[src/rtl/uart_pkg.sv]
// Shared UART receive-path types and constants.
package uart_pkg;

    localparam int unsigned UART_DATA_W   = 8;
    localparam int unsigned UART_ERR_W    = 3;
    localparam int unsigned RX_FIFO_DEPTH = 16;

    // One received frame as stored in the receive buffer.
    typedef struct packed {
        logic [UART_ERR_W-1:0]  err;
        logic [UART_DATA_W-1:0] data;
    } rx_entry_t;

endpackage

[src/rtl/uart_sync_fifo.sv]
// Show-ahead synchronous FIFO of rx_entry_t with registered level/full/empty.
module uart_sync_fifo
    import uart_pkg::*;
#(
    parameter int unsigned DEPTH = RX_FIFO_DEPTH
) (
    input  logic                    clk,
    input  logic                    rst_n,
    input  logic                    push,
    input  rx_entry_t               push_entry,
    input  logic                    pop,
    output rx_entry_t               head,
    output logic [$clog2(DEPTH):0]  level,
    output logic                    full,
    output logic                    empty,
    output logic                    drop_c
);

    localparam int unsigned AW = $clog2(DEPTH);
    localparam int unsigned LW = AW + 1;

    rx_entry_t         mem [DEPTH];
    logic [AW-1:0]     wr_ptr;
    logic [AW-1:0]     rd_ptr;
    logic              pop_ok;
    logic              push_ok;
    logic [LW-1:0]     level_nxt;

    // A same-cycle pop frees the slot a push needs when full.
    always_comb begin
        pop_ok    = pop && !empty;
        push_ok   = push && (!full || pop_ok);
        drop_c    = push && full && !pop_ok;
        level_nxt = level;
        if (push_ok && !pop_ok) begin
            level_nxt = level + LW'(1);
        end else if (pop_ok && !push_ok) begin
            level_nxt = level - LW'(1);
        end
    end

    always_ff @(posedge clk or negedge rst_n) begin
        if (!rst_n) begin
            wr_ptr <= '0;
            rd_ptr <= '0;
            level  <= '0;
            full   <= 1'b0;
            empty  <= 1'b1;
        end else begin
            if (push_ok) begin
                wr_ptr <= wr_ptr + AW'(1);
            end
            if (pop_ok) begin
                rd_ptr <= rd_ptr + AW'(1);
            end
            level <= level_nxt;
            full  <= (level_nxt == LW'(DEPTH));
            empty <= (level_nxt == '0);
        end
    end

    // Storage is intentionally not reset.
    always_ff @(posedge clk) begin
        if (push_ok) begin
            mem[wr_ptr] <= push_entry;
        end
    end

    assign head = mem[rd_ptr];

endmodule

[src/rtl/uart_rx_fifo.sv]
// UART receive buffer: synchronises done_flag, captures each frame into a FIFO.
// Define UART_RX_FIFO_DROP_ERR_EN to discard frames with errors and pulse err_drop.
module uart_rx_fifo
    import uart_pkg::*;
#(
    parameter int unsigned DEPTH       = RX_FIFO_DEPTH,
    parameter int unsigned SYNC_STAGES = 2,
    parameter int unsigned DATA_W      = UART_DATA_W,
    parameter int unsigned ERR_W       = UART_ERR_W
) (
    input  logic                    clk,
    input  logic                    rst_n,
    input  logic                    rx_done,
    input  logic [DATA_W-1:0]       rx_data,
    input  logic [ERR_W-1:0]        rx_err,
    output logic                    m_valid,
    input  logic                    m_ready,
    output logic [DATA_W-1:0]       m_data,
    output logic [ERR_W-1:0]        m_err,
    output logic [$clog2(DEPTH):0]  level,
    output logic                    full,
    output logic                    empty,
    output logic                    overflow,
    input  logic                    ovf_clr
`ifdef UART_RX_FIFO_DROP_ERR_EN
    ,
    output logic                    err_drop
`endif
);

    logic [SYNC_STAGES-1:0] sync_q;
    logic                   done_q;
    logic                   push_q;
    rx_entry_t              cap_q;
    rx_entry_t              head;
    logic                   push_c;
    logic                   drop_c;
    logic                   sync_last;
    logic                   sync_prev;

    assign sync_last = sync_q[SYNC_STAGES-1];
    assign sync_prev = sync_q[SYNC_STAGES-2];

    // Preset to 1 so a done level held across reset release is not a new frame.
    always_ff @(posedge clk or negedge rst_n) begin
        if (!rst_n) begin
            sync_q <= '1;
            done_q <= 1'b1;
            push_q <= 1'b0;
        end else begin
            sync_q <= {sync_q[SYNC_STAGES-2:0], rx_done};
            done_q <= sync_last;
            push_q <= sync_last && !done_q;
        end
    end

    // Capture on the edge the synchronised level rises, so data lines up with push_q.
    always_ff @(posedge clk or negedge rst_n) begin
        if (!rst_n) begin
            cap_q <= '0;
        end else if (sync_prev && !sync_last) begin
            cap_q.err  <= UART_ERR_W'(rx_err);
            cap_q.data <= UART_DATA_W'(rx_data);
        end
    end

`ifdef UART_RX_FIFO_DROP_ERR_EN
    assign push_c = push_q && (cap_q.err == '0);

    always_ff @(posedge clk or negedge rst_n) begin
        if (!rst_n) begin
            err_drop <= 1'b0;
        end else begin
            err_drop <= push_q && (cap_q.err != '0);
        end
    end
`else
    assign push_c = push_q;
`endif

    uart_sync_fifo #(
        .DEPTH (DEPTH)
    ) u_fifo (
        .clk        (clk),
        .rst_n      (rst_n),
        .push       (push_c),
        .push_entry (cap_q),
        .pop        (m_ready),
        .head       (head),
        .level      (level),
        .full       (full),
        .empty      (empty),
        .drop_c     (drop_c)
    );

    // Sticky overflow; a drop in the clearing cycle wins.
    always_ff @(posedge clk or negedge rst_n) begin
        if (!rst_n) begin
            overflow <= 1'b0;
        end else if (drop_c) begin
            overflow <= 1'b1;
        end else if (ovf_clr) begin
            overflow <= 1'b0;
        end
    end

    assign m_valid = !empty;
    assign m_data  = DATA_W'(head.data);
    assign m_err   = ERR_W'(head.err);

endmodule

[config.mk]
export PLATFORM = sky130hd
export DESIGN_NAME = uart_rx_fifo
export DESIGN_NICKNAME = d
export VERILOG_FILES = /design/src/rtl/uart_pkg.sv /design/src/rtl/uart_sync_fifo.sv /design/src/rtl/uart_rx_fifo.sv
export SDC_FILE = /design/constraint.sdc
export NUM_CORES = 1
export LEC_CHECK = 0
export ABC_AREA = 1
export CORE_MARGIN = 10
export CORE_UTILIZATION = 50
export CTS_CLUSTER_SIZE = 8
export DETAILED_ROUTE_END_ITERATION = 10
export PLACE_DENSITY = 0.68
export SYNTH_ARGS = -nofsm -noshare
export SYNTH_HDL_FRONTEND = slang
export SYNTH_SLANG_ARGS = --single-unit
[constraint.sdc]
create_clock -name clk -period 2.35 [get_ports clk]
set_input_delay 0.235 -clock clk [delete_from_list [all_inputs] [get_ports clk]]
set_output_delay 0.235 -clock clk [all_outputs]
set_load 0.01 [all_outputs]
==> results.md <==
- WL final: 20400 microns
- CP Data Arrival Time: between 2 and 2.5 ns
- Critical path type: flop to primary output
- Slew headroom: 56.2%
- Type of the tightest min-delay check: input pin to async pin
- Port bufs: 35
- Initial antenna violation count: 0
- Seq cells post-synth: between 200 and 250
- Final Util: 62.5%
- Register area share after synthesis: 72.5%
- Die area: ~22000 sq um
- Fillers: 1238
- Cells after synthesis: 648
- Clock Pin Slew Worst Setup and Hold Paths: 0.05 ns
- First-pass GRT wire length: 31900 microns
- Routed WL per cell: between 20 and 25 microns
- Vias/cell: 5.74
- Initial Utilization: 50.8%
- Synthesis Warnings: 0
- Final min period: about 2.4 ns
- Gp weighted congestion: 0.811
- DIE WIDTH: ~150 microns
- Min Hold Slack: approximately 0.11 ns
- DRC viols: 0
- Vias: between 5000 and 6000
- Slack of the critical path: -0.0405 ns
- Final worst-path cycle share: 102%
- Largest net degree at the start of global routing: 32
- Layout cell share with drive strength beyond 1: ~17%
- Area Growth Syn to Fin: 23.0%
- Placed cell count: 902
- Critical path peak fanout: 17
- Async SR Flop Fraction: 15.0%
- Worst slack at placement: 0.104 ns
- CTS Buffer Depth: 3
- Post-DP HPWL: 12000 microns
- # rows: 47
- Unrepaired setup endpoints after global routing: true
- Netlist cell types: 29
- IO Count: 36
- Final Max Tran Viols: 0
- Synthesized Nets: 671
- R2R Setup Slk: ~0.52 ns
- ANT cells: 0
- Final setup TNS: -0.0405 ns
- # hold bufs at CTS: 0
- Non-filler cells, final: 960
- First DRT Iteration DRCs: between 500 and 600
- CTS tree: done
- Core area: 16500 sq um
- First drt pass iteration count: 5
- GRT overflow: 0
- CP required: 2.12 ns
- Critical path startpoint category: flop
- Final Hold Vio Count: 0
- Number of synthesized flops with an enable pin: around 180
- Worst slew pin tran: between 0.6 and 0.7 ns
- Violated checks: setup timing
- Power Dens Cells: 1270 nW/um^2
- Critical Path Sink Type: primary output
- CTS sink cnt: 207
- Syn Std Cell Area: around 8400 sq um
- Clock root buffer master: clkbuf_16
- Run status: finished with violations
- Fmax: 0.418 GHz
- GRT Total Usage: a little under a fifth
- Most frequent cells in the layout: 176 x edfxtp_1, 111 x nor2_1, 64 x o21ai_0
- Vias in the first global route: between 5000 and 6000
- Nets: between 700 and 800
- Setup-failing EPs final: 1
- Die height: 149 microns
- Num CTS Buffers: 29
- Clock insertion delay at the later pin of the skew report: 0.53 ns
- CTS HTree Levels: 1
- Antenna-violating nets left: 0
- Commonest register cell after synthesis: edfxtp_1
- Clock skew: approximately 0.013 ns
- Most common cell after layout, fill and taps aside: edfxtp_1
- Synth Area per Inst: 12.9 sq um
- Peak VDD IR: roughly 0.86 mV
- Max cap viols: 0
- LEAKAGE: 3.71 nW
metal layers:
layer	track usage, %	wire length, microns	up-vias
li1	-	-	2507
met1	24.8	8550	2731
met2	29.3	9670	233
met3	4.00	1660	41
met4	4.37	493	0
met5	0	0	-
critical path, stage by stage (launching register included):
cell	delay, ns
dfrtp_2	0.44
buf_12	0.17
buf_12	0.15
o21ai_2	0.16
o21ai_2	0.08
o211ai_1	0.33
nand2_1	0.14
buf_2	0.17
final timing paths:
path,from,end,cells after the start
max,u_fifo.rd_ptr[0],m_data[3],7
min,rst_n,cap_q[9],2
max reg2reg,u_fifo.empty,u_fifo.mem[0][3],6
min reg2reg,sync_q[1],done_q,0
max in group asynchronous,rst_n,u_fifo.empty,2
min in group clk,rx_done,sync_q[0],1
through the flow:
step                power, W  instance area (sq um)
finish                0.0131                  10300
global route          0.0137                  10300
CTS                   0.0127                  10100
detailed placement   0.00866                   9160
global placement     0.00853                   9160
floorplan            0.00706                   8370
sequential cells by signal, indices dropped and copies added (netlist names):
signal / flops
overflow: 1
push_c: 1
u_fifo.mem: 176
u_fifo.wr_ptr: 4
cap_q: 11
done_q: 1
sync_q: 2
u_fifo.empty: 1
u_fifo.level: 5
u_fifo.rd_ptr: 4
u_fifo.full: 1
synthesized netlist by cell type, types with 4 or more instances:
library cell | n | area [sq um]
buf_2 | 12 | 60.1
ha_1 | 7 | 87.6
dfrtp_1 | 27 | 676
mux2_2 | 11 | 124
clkbuf_1 | 11 | 41.3
clkbuf_2 | 4 | 20.0
o21ai_0 | 75 | 375
a21oi_1 | 10 | 50.1
o211ai_1 | 22 | 165
edfxtp_1 | 176 | 5290
o221ai_1 | 22 | 193
buf_4 | 6 | 45.0
xor2_1 | 8 | 70.1
nand2_1 | 48 | 180
nor2_1 | 114 | 428
o21ai_1 | 25 | 125
dfstp_2 | 4 | 105
nand3_1 | 23 | 115
inv_1 | 30 | 113
report_power, final:
group	internal, W	total [W]	switching (W)	leakage, nW
Combinational	0.00203	0.00473	0.00270	1.39
Clock	0.00221	0.00361	0.00140	0.375
Sequential	0.00440	0.00472	0.000322	1.94
kinds of logic after synthesis:
group / synth area share, %
mux: 1.48
compound gates: 11.0
buf+inv: 3.81
fa+ha+maj: 1.05
xor+xnor: 0.837
simple gates: 9.29
flops: 72.5
area by class of cell:
cell class | instances | area [sq um] | share of cell area, %
Inverter | 34 | 140 | 1.36
Timing Repair Buffer | 86 | 1010 | 9.84
Clock inverter | 1 | 8.76 | 0.0851
Tap cell | 220 | 275 | 2.67
Sequential cell | 207 | 6070 | 58.9
Multi-Input combinational cell | 372 | 2020 | 19.7
Clock buffer | 40 | 767 | 7.45
timing repair:
action / 4_1_cts / 5_1_grt
gates cloned: 4 / 1
resized for setup: 59 / 39
setup buffers: 7 / 5
setup endpoints to repair: 11 / 11
endpoints found under the hold margin: 0 / 0
pin swaps: 14 / 22
Note: power is estimated with default switching activity, not from simulation.
